--- config.mk ---
export PLATFORM = sky130hd
export DESIGN_NAME = fp_int_mul_seq_flat
export DESIGN_NICKNAME = d
export VERILOG_FILES = /design/src/rtl/fp_int_pkg.sv /design/src/rtl/fp_int_mul_seq_if.sv /design/src/rtl/fp_int_res_fifo.sv /design/src/rtl/fp_int_mul_seq.sv /design/src/flat_wrapper.sv
export SDC_FILE = /design/constraint.sdc
export NUM_CORES = 1
export LEC_CHECK = 0
export CORE_UTILIZATION = 30
export DETAILED_ROUTE_END_ITERATION = 8
export PLACE_DENSITY_LB_ADDON = 0.3
export SLEW_MARGIN = 20
export SYNTH_ARGS = -nofsm -noshare
export SYNTH_HDL_FRONTEND = slang
export SYNTH_SLANG_ARGS = --single-unit
export TNS_END_PERCENT = 20
--- constraint.sdc ---
create_clock -name clk -period 3.8 [get_ports clk]
set_input_delay 0.95 -clock clk [delete_from_list [all_inputs] [get_ports clk]]
set_output_delay 0.95 -clock clk [all_outputs]
set_load 0.01 [all_outputs]
--- src/rtl/fp_int_pkg.sv ---
// Shared types and constants for the fp16 x int4 multiplier sequencer.
package fp_int_pkg;

    localparam int PRECISION  = 4;
    localparam int ACT_WIDTH  = 16;
    localparam int FP16_EXP_W = 5;
    localparam int FP16_MAN_W = 10;
    localparam int MANT_ACC_W = 14;
    localparam int FIFO_DEPTH = 2;

    typedef enum logic [1:0] {
        IDLE,
        ISSUE,
        CAPT
    } seq_state_t;

    typedef struct packed {
        logic                  sign;
        logic [FP16_EXP_W-1:0] exp;
        logic [MANT_ACC_W-1:0] mant;
        logic                  zero;
    } res_t;

    // A zero exponent (zero/subnormal act) or zero weight magnitude gives an exact zero product.
    function automatic logic zero_operand(input logic [FP16_EXP_W-1:0] exp,
                                          input logic [PRECISION-2:0] mag);
        return (exp == '0) || (mag == '0);
    endfunction

endpackage

--- src/rtl/fp_int_mul_seq_if.sv ---
// Operand stream, multiplier side-channel and result stream of the sequencer.
interface fp_int_mul_seq_if;
    import fp_int_pkg::*;

    logic                  in_valid;
    logic                  in_ready;
    logic [ACT_WIDTH-1:0]  in_act;
    logic [PRECISION-1:0]  in_w;

    logic [ACT_WIDTH-1:0]  mul_act;
    logic                  mul_w;
    logic                  mul_valid;
    logic                  mul_sign;
    logic [FP16_EXP_W-1:0] mul_exp;
    logic [MANT_ACC_W-1:0] mul_mant;
    logic                  mul_start_acc;

    logic                  out_valid;
    logic                  out_ready;
    logic                  out_sign;
    logic [FP16_EXP_W-1:0] out_exp;
    logic [MANT_ACC_W-1:0] out_mant;
    logic                  out_zero;

    modport master (
        output in_valid, in_act, in_w,
        output mul_sign, mul_exp, mul_mant, mul_start_acc,
        output out_ready,
        input  in_ready,
        input  mul_act, mul_w, mul_valid,
        input  out_valid, out_sign, out_exp, out_mant, out_zero
    );

    modport slave (
        input  in_valid, in_act, in_w,
        input  mul_sign, mul_exp, mul_mant, mul_start_acc,
        input  out_ready,
        output in_ready,
        output mul_act, mul_w, mul_valid,
        output out_valid, out_sign, out_exp, out_mant, out_zero
    );

endinterface

--- src/rtl/fp_int_res_fifo.sv ---
// Two-entry result buffer; the head entry is presented combinationally.
module fp_int_res_fifo
    import fp_int_pkg::*;
(
    input  logic       clk,
    input  logic       rst,
    input  logic       push,
    input  res_t       push_data,
    input  logic       pop,
    output res_t       head,
    output logic [1:0] count
);

    res_t mem [FIFO_DEPTH];
    logic wr_ptr;
    logic rd_ptr;
    logic do_push;
    logic do_pop;

    assign do_push = push && (count != 2'(FIFO_DEPTH));
    assign do_pop  = pop && (count != 2'd0);
    assign head    = mem[rd_ptr];

    always_ff @(posedge clk or negedge rst) begin
        if (!rst) begin
            for (int i = 0; i < FIFO_DEPTH; i++) begin
                mem[i] <= '0;
            end
            wr_ptr <= 1'b0;
            rd_ptr <= 1'b0;
            count  <= 2'd0;
        end else begin
            if (do_push) begin
                mem[wr_ptr] <= push_data;
                wr_ptr      <= ~wr_ptr;
            end
            if (do_pop) begin
                rd_ptr <= ~rd_ptr;
            end
            case ({do_push, do_pop})
                2'b10:   count <= count + 2'd1;
                2'b01:   count <= count - 2'd1;
                default: count <= count;
            endcase
        end
    end

endmodule

--- src/rtl/fp_int_mul_seq.sv ---
// Serialises {fp16 act, int4 weight} pairs into the bit-serial multiplier and
// buffers its products for the downstream accumulator.
module fp_int_mul_seq
    import fp_int_pkg::*;
(
    input  logic             clk,
    input  logic             rst,
    fp_int_mul_seq_if.slave  bus
);

    seq_state_t            state;
    logic [1:0]            k;
    logic [PRECISION-2:0]  mag_q;
    logic [ACT_WIDTH-1:0]  act_q;
    logic                  mul_w_q;
    logic                  mul_valid_q;
    logic                  zero_q;
    logic                  capt_zero;
    logic                  pending;
    logic                  err;

    logic                  in_slot;
    logic                  busy;
    logic [2:0]            credit;
    logic                  in_ready;
    logic                  accept;
    logic                  push;
    logic                  pop;
    logic                  out_valid;
    logic [1:0]            fifo_count;
    res_t                  push_data;
    res_t                  head;

    // Credit counts the in-flight operation so a result always has a free slot.
    assign busy     = (state != IDLE);
    assign credit   = {1'b0, fifo_count} + {2'b00, busy};
    assign in_slot  = (state == IDLE) || ((state == ISSUE) && (k == 2'd3));
    assign in_ready = rst && in_slot && (credit < 3'(FIFO_DEPTH));
    assign accept   = bus.in_valid && in_ready;

    assign push      = (state == CAPT) && bus.mul_start_acc;
    assign out_valid = (fifo_count != 2'd0);
    assign pop       = out_valid && bus.out_ready;

    always_comb begin
        push_data.sign = bus.mul_sign;
        push_data.exp  = capt_zero ? '0 : bus.mul_exp;
        push_data.mant = capt_zero ? '0 : bus.mul_mant;
        push_data.zero = capt_zero;
    end

    always_ff @(posedge clk or negedge rst) begin
        if (!rst) begin
            state       <= IDLE;
            k           <= 2'd0;
            mag_q       <= '0;
            act_q       <= '0;
            mul_w_q     <= 1'b0;
            mul_valid_q <= 1'b0;
            zero_q      <= 1'b0;
            capt_zero   <= 1'b0;
            pending     <= 1'b0;
            err         <= 1'b0;
        end else begin
            if (bus.mul_start_acc && (state != CAPT)) begin
                err <= 1'b1;
            end
            if (accept) begin
                mag_q       <= bus.in_w[PRECISION-2:0];
                act_q       <= bus.in_act;
                zero_q      <= zero_operand(bus.in_act[14:10], bus.in_w[PRECISION-2:0]);
                mul_w_q     <= bus.in_w[PRECISION-1];
                mul_valid_q <= 1'b1;
            end
            case (state)
                IDLE: begin
                    if (accept) begin
                        state <= ISSUE;
                        k     <= 2'd0;
                    end
                end
                ISSUE: begin
                    if (k == 2'd3) begin
                        state     <= CAPT;
                        capt_zero <= zero_q;
                        pending   <= accept;
                        if (!accept) begin
                            mul_valid_q <= 1'b0;
                            mul_w_q     <= 1'b0;
                        end
                    end else begin
                        k       <= k + 2'd1;
                        mul_w_q <= mag_q[2'd2 - k];
                    end
                end
                CAPT: begin
                    // With a follow-on op pending, this cycle already was its k=0 slot.
                    if (pending) begin
                        if (!bus.mul_start_acc) begin
                            err <= 1'b1;
                        end
                        state   <= ISSUE;
                        k       <= 2'd1;
                        mul_w_q <= mag_q[2];
                        pending <= 1'b0;
                    end else if (bus.mul_start_acc) begin
                        state <= IDLE;
                    end
                end
                default: state <= IDLE;
            endcase
        end
    end

    fp_int_res_fifo u_fifo (
        .clk       (clk),
        .rst       (rst),
        .push      (push),
        .push_data (push_data),
        .pop       (pop),
        .head      (head),
        .count     (fifo_count)
    );

    assign bus.in_ready  = in_ready;
    assign bus.mul_act   = act_q;
    assign bus.mul_w     = mul_w_q;
    assign bus.mul_valid = mul_valid_q;
    assign bus.out_valid = out_valid;
    assign bus.out_sign  = head.sign;
    assign bus.out_exp   = head.exp;
    assign bus.out_mant  = head.mant;
    assign bus.out_zero  = head.zero;

endmodule

--- src/flat_wrapper.sv ---
// flat-port wrapper written by rule: the top's interface ports become plain ports
module fp_int_mul_seq_flat import fp_int_pkg::*;
  (clk, rst, bus_in_valid, bus_in_act, bus_in_w, bus_mul_sign, bus_mul_exp, bus_mul_mant, bus_mul_start_acc, bus_out_ready, bus_in_ready, bus_mul_act, bus_mul_w, bus_mul_valid, bus_out_valid, bus_out_sign, bus_out_exp, bus_out_mant, bus_out_zero);
  fp_int_mul_seq_if bus_i ();
  input  logic clk;
  input  logic rst;
  input wire logic [$bits(bus_i.in_valid)-1:0] bus_in_valid;
  input wire logic [$bits(bus_i.in_act)-1:0] bus_in_act;
  input wire logic [$bits(bus_i.in_w)-1:0] bus_in_w;
  input wire logic [$bits(bus_i.mul_sign)-1:0] bus_mul_sign;
  input wire logic [$bits(bus_i.mul_exp)-1:0] bus_mul_exp;
  input wire logic [$bits(bus_i.mul_mant)-1:0] bus_mul_mant;
  input wire logic [$bits(bus_i.mul_start_acc)-1:0] bus_mul_start_acc;
  input wire logic [$bits(bus_i.out_ready)-1:0] bus_out_ready;
  output wire logic [$bits(bus_i.in_ready)-1:0] bus_in_ready;
  output wire logic [$bits(bus_i.mul_act)-1:0] bus_mul_act;
  output wire logic [$bits(bus_i.mul_w)-1:0] bus_mul_w;
  output wire logic [$bits(bus_i.mul_valid)-1:0] bus_mul_valid;
  output wire logic [$bits(bus_i.out_valid)-1:0] bus_out_valid;
  output wire logic [$bits(bus_i.out_sign)-1:0] bus_out_sign;
  output wire logic [$bits(bus_i.out_exp)-1:0] bus_out_exp;
  output wire logic [$bits(bus_i.out_mant)-1:0] bus_out_mant;
  output wire logic [$bits(bus_i.out_zero)-1:0] bus_out_zero;
  assign bus_i.in_valid = bus_in_valid;
  assign bus_i.in_act = bus_in_act;
  assign bus_i.in_w = bus_in_w;
  assign bus_i.mul_sign = bus_mul_sign;
  assign bus_i.mul_exp = bus_mul_exp;
  assign bus_i.mul_mant = bus_mul_mant;
  assign bus_i.mul_start_acc = bus_mul_start_acc;
  assign bus_i.out_ready = bus_out_ready;
  assign bus_in_ready = bus_i.in_ready;
  assign bus_mul_act = bus_i.mul_act;
  assign bus_mul_w = bus_i.mul_w;
  assign bus_mul_valid = bus_i.mul_valid;
  assign bus_out_valid = bus_i.out_valid;
  assign bus_out_sign = bus_i.out_sign;
  assign bus_out_exp = bus_i.out_exp;
  assign bus_out_mant = bus_i.out_mant;
  assign bus_out_zero = bus_i.out_zero;
  fp_int_mul_seq u_core (.clk(clk), .rst(rst), .bus(bus_i));
endmodule
Yosys cells after proc, flatten, opt, wreduce, memory -nomap -nowiden
Cells that the tools add are included.
{ "word_totals": {"register_bits": 74, "wordCells": 99} }
{ "classes": {"order_cmp": 5, "n_addsub": 5, "bitwise": 4, "eq_ne": 11, "n_reduce_logical": 23, "mux": 31} }
{ "ops": {"columns": ["op", "count"], "rows": [
  ["2-to-1 mux 21 bit", 4],
  ["bitwise mux 42 bit", 1],
  ["demux 21 bit (select 1 bit)", 1],
  ["2-to-1 mux 14 bit", 1],
  ["2-to-1 mux 2 bit", 7],
  ["case mux 2 bit (3 select lines)", 2],
  ["2-to-1 mux 1 bit", 10],
  ["logical AND 1 bit", 9],
  ["nonzero test 2 bit", 4],
  ["equality test 2 bit (second input constant)", 3],
  ["inequality test 2 bit (second input constant)", 3],
  ["logical NOT 5 bit", 1],
  ["2-to-1 mux 5 bit", 1],
  ["adder 2 x 1 -> 2 bit (second input constant)", 2],
  ["equality test 2 x 1 -> 1 bit (second input constant)", 2],
  ["greater-or-equal comparator 2 bit (second input constant)", 2],
  ["inequality test 2 x 1 -> 1 bit (second input constant)", 2],
  ["NOT 1 -> 2 bit", 2],
  ["case mux 1 bit (2 select lines)", 2],
  ["case mux 2 bit (2 select lines)", 1],
  ["AND reduction 2 bit", 2],
  ["AND reduction 4 bit", 1],
  ["adder 2 x 1 -> 3 bit", 1],
  ["logical NOT 3 bit", 1],
  ["other kinds (12)", 14]
]} }

Depth between registers and ports, before layout
{ "logic_depth": {"ltp_word": 10, "depth_mapped": 7} }

Cells and area by module
A second synthesis with hierarchy kept.
{ "unflattened": {"hier_cells": 251, "hier_area_um2": 3683.5} }
{ "modules_own_cells": {"columns": ["module", "n_inst", "cells_per_inst", "area_each_um2", "seq_area_each_um2"], "rows": [
  ["fp_int_res_fifo", 1, 127, 2209.6, 1151.1],
  ["fp_int_mul_seq", 1, 124, 1473.9, 700.7]
]} }

Least setup slack after synthesis
Ideal clock, no wire load.
{ "synth_timing": {"path_type": "register to output", "from": "register u_core.u_fifo.rd_ptr", "to": "output bus_out_exp[0]", "arrival_ns": 1.121, "setup_slack_ns": 1.729, "t_required_ns": 2.850, "n_path_buf": 1, "path_stages_with_launch": 3, "path_cell_list": "dfrtp_1 > buf_1 > mux2_2"} }
{ "synth_between": {"elab_chain_len": 4} }
{ "synth_lines": {"columns": ["item", "line_no", "text"], "rows": [
  ["from (decl)", "fp_int_res_fifo.sv:16", "logic rd_ptr;"],
  ["from (signal assigned)", "fp_int_res_fifo.sv:38", "rd_ptr <= ~rd_ptr;"],
  ["NOT 1 -> 2 bit (not written as such)", "fp_int_res_fifo.sv:22", "assign head = mem[rd_ptr];"],
  ["2-to-1 mux 21 bit (not written as such) (3 in a row)", "fp_int_res_fifo.sv:22", null],
  ["to (decl)", "flat_wrapper.sv:21", "output wire logic [$bits(bus_i.out_exp)-1:0] bus_out_exp;"]
]} }
No other way between the ends. The select of a mux whose other input is x is not followed.

Worst setup path in the final report
{ "layout_timing": {"from": "register u_core.state[1]", "to": "output bus_in_ready"} }
{ "layout_between": {"elab_chain_len": 5} }
{ "layout_lines": {"columns": ["item", "line_no", "text"], "rows": [
  ["from (decl)", "fp_int_mul_seq.sv:11", "seq_state_t state;"],
  ["from (signal assigned)", "fp_int_mul_seq.sv:54", "state <= IDLE;"],
  ["from (signal assigned)", "fp_int_mul_seq.sv:78", "state <= ISSUE;"],
  ["from (signal assigned)", "fp_int_mul_seq.sv:84", "state <= CAPT;"],
  ["branches (longest 4 deep; another with adder 2 x 1 -> 3 bit)", null, null],
  ["logical AND 1 bit *", "fp_int_mul_seq.sv:38", "assign in_ready = rst && in_slot && (credit < 3'(FIFO_DEPTH));"],
  ["to (decl)", "flat_wrapper.sv:15", "output wire logic [$bits(bus_i.in_ready)-1:0] bus_in_ready;"]
]} }
Mark *: on every way between the ends.

==> reports/results.tsv <==
stage	metric	value	unit
detailed_routing	DR pass1 iterations	4	
timing	Slew headroom	45.9	%
synthesis	synthesized instance count	250	
global_routing	initial antenna violation count	0	
synthesis	share of the synthesized area in the top cell type	52.4	%
detailed_routing	via/cell ratio	4.62	
timing	smallest hold slack	0.474	ns
layout	Layout Nets	390	
clock_tree	TritonCTS buffer count	9	
synthesis	Ys Warns	0	
clock_tree	root buf cell	clkbuf_16	
clock_tree	clock slew at reported path FFs	0.06	ns
place	Placed Cells	471	
timing	Fin Setup TNS	0	ns
synthesis	Avg Cell Area, Syn	14.1	um^2
synthesis	register area share after synthesis	52.4	%
worst_setup_path	crit-path max cell delay	0.53	ns
layout	Finished Layout Cells	487	
pwr	clock network power share	21.6	%
global_routing	grt ovf	0	
place	Place WS	0.953	ns
global_routing	first-pass GRT wire length	12300	um
hold_path	HP Class	in -> async	
run_status	status	completed	
synthesis	Async SR Flop Fraction	100	%
floorplan	core area	11500	um^2
layout	share of cells above drive strength 1	32.8	%
layout	Layout area overhead	35.9	%
worst_setup_path	Crit. End Element	primary output	
worst_setup_path	critical path's top delay family	buffers and inverters	
worst_setup_path	crit path cell chain	inv_1 > ha_1 > and3b_2 > o211a_1 > clkdlybuf4s50_1	
timing	Max Fclk	333	MHz
place	Port Buf Inserts	85	
floorplan	Vert. Die Dim	111	um
floorplan	Die X-Extent	111	um
place	detailed placement HPWL	4910	um
pwr	Cell Pwr Density	821	nW/um^2
pwr	leakage	0.00216	uW
worst_setup_path	slowest CP cell	clkdlybuf4s50_1	
floorplan	die area	12200	um^2
global_routing	gr usage total	12.5	%
synthesis	Post-Synthesis Cell Area	3530	um^2
worst_setup_path	Crit Path Class	reg -> out	
global_routing	largest net degree at the start of global routing	62	
detailed_routing	routed wire length	7250	um
detailed_routing	Routed wire per std cell	14.9	um
global_routing	number of global-route vias before repair	2430	
worst_setup_path	Buf/Inv on CP	2	
job	max-capacitance violation count	0	
timing	RSZ-0062 raised after global routing	false	
worst_setup_path	CP Max Fanout	7	
synthesis	Synth Register Bits	74	
worst_setup_path	WP depth	5	
pwr	register share of total power	34.8	%
floorplan	Starting Density	30.8	%
floorplan	io pins	86	
worst_setup_path	worst r2r path cells	6	
detailed_routing	initial DRC count	38	
timing	fin crit share	79.1	%
pwr	switching share of power	30.1	%
clock_tree	setup bufs post-CTS	0	
clock_tree	CTS max path bufs	2	
synthesis	number of flops mapped to enable cells by yosys	0	
layout	Layout fillers	1075	
synthesis	area leader, netlist	dfrtp_1	
clock_tree	clock latency on the worst-skew pair	0.33	ns
timing	worst-margin pin slew	0.812	ns
layout	commonest non-fill, non-tap cell in the layout	clkdlybuf4s50_1	
detailed_routing	DRC viols	0	
timing	Clock Skews	0.00813	ns
pwr	internal power	2750	uW
clock_tree	H-tree depth	3	
timing	Slew Limit Fails	0	
pwr	VDD IR max	308	uV
layout	ANT cells	0	
timing	setup violators final	0	
clock_tree	CTS tree	yes	
worst_setup_path	crit path DAT	2.06	ns
clock_tree	Hold Buf Count CTS	0	
synthesis	post-synth net total	301	
detailed_routing	vias	2252	
floorplan	Core Rows	39	
synthesis	Synth Flop Type	dfrtp_1	
synthesis	number of distinct library cells after synthesis	36	
clock_tree	Resize count post-CTS	0	
layout	commonest cells after routing, fill and taps aside	84 x clkdlybuf4s50_1, 74 x dfrtp_1, 69 x mux2_2	
clock_tree	Clock Sinks	74	
timing	worst setup margin	0.794	ns
pwr	Tot Pwr	3940	uW
worst_setup_path	Crit path required time	2.85	ns
pwr	Combinational Power Share	43.6	%
place	GPL Wtd Cong	0.746	
detailed_routing	Detail Route Antenna Nets	0	
timing	Final Hold Viols	0	
synthesis	largest cells by area after synthesis	dfrtp_1 52%, mux2_2 22%, mux2_4 8.1%	
timing	final worst path period need	3.01	ns
pwr	switching power	1190	uW
worst_setup_path	Startpoint Class	flop	
-- routing by layer --
metal | vias to the layer above | track usage, % | part of all wire (%) | routed length, um
li1 | 1058 | - | - | -
met1 | 1128 | 15.8 | 46 | 3310
met2 | 57 | 20.5 | 49 | 3530
met3 | 9 | 3.51 | 4.7 | 341
met4 | 0 | 4.27 | 1.0 | 73
met5 | - | 0 | 0 | 0
-- kinds of logic (layout without fill, tap and decap cells) --
| logic type | after synthesis | count (layout) | synth area share [%] |
|---|---|---|---|
| compound gates | 16 | 16 | 3.61 |
| xor+xnor | 4 | 4 | 0.991 |
| fa+ha+maj | 6 | 6 | 2.12 |
| buf+inv | 16 | 110 | 3.33 |
| flops | 74 | 74 | 52.4 |
| mux | 89 | 89 | 30.3 |
| simple gates | 45 | 45 | 7.22 |
-- stage by stage --
stage | cell area [um^2] | util [%]
2_1_floorplan | 3530 | -
5_1_grt | 4800 | 41.9
3_5_place_dp | 4500 | 39.2
4_1_cts | 4800 | 41.9
6_report | 4800 | 41.9
3_3_place_gp | 4500 | 39.2
-- power by group through the flow --
stage          Sequential (uW)  Combinational [uW]  Clock [uW]
6_report                  1370                1720         852
3_5_place_dp              1380                1740           0
5_1_grt                   1420                1850         907
4_1_cts                   1380                1750         880
2_1_floorplan             1360                1020           0
3_3_place_gp              1370                1720           0
-- synth_stat cells, types with 2 or more instances --
cell	count
dfrtp_1	74
o2111ai_1	2
and2_1	2
and3_1	2
mux2_4	19
a21oi_1	3
nor2_1	2
buf_2	2
nor2b_1	20
clkbuf_1	2
o21ai_0	3
buf_12	2
nand3_1	2
mux2_2	69
nand2_1	11
buf_1	2
ha_1	6
buf_6	3
inv_1	5
xnor2_1	3
-- worst paths after layout --
kind	start	end	slack [ns]
max in group asynchronous	rst	u_core.u_fifo.mem[18]$_DFFE_PN0P_	2.27
setup / recovery	u_core.state[1]$_DFFE_PN0P_	bus_in_ready	0.79
setup reg to reg	u_core.state[1]$_DFFE_PN0P_	u_core.bus.mul_w$_DFF_PN0_	1.46
min in group clk	u_core.zero_q$_DFFE_PN0P_	u_core.zero_q$_DFFE_PN0P_	0.49
hold / removal	rst	u_core.bus.mul_act[4]$_DFFE_PN0P_	0.47
hold reg to reg	u_core.zero_q$_DFFE_PN0P_	u_core.zero_q$_DFFE_PN0P_	0.49
-- registers in the layout, summed over array words and instances, names as in the netlist, 2 cells and up --
signal / flops
u_core.u_fifo.count: 2
u_core.state: 2
u_core.u_fifo.mem: 42
u_core.k: 2
u_core.mag_q: 3
u_core.bus.mul_act: 16
-- cell type report --
class | count | area (um^2) | share of cell area, %
Sequential cell | 74 | 1850 | 38.6
Tap cell | 143 | 179 | 3.73
Inverter | 5 | 18.8 | 0.391
Clock inverter | 7 | 77.6 | 1.62
Multi-Input combinational cell | 160 | 1570 | 32.7
Timing Repair Buffer | 89 | 878 | 18.3
Clock buffer | 9 | 225 | 4.69
Power figures use the tool's default switching activity.
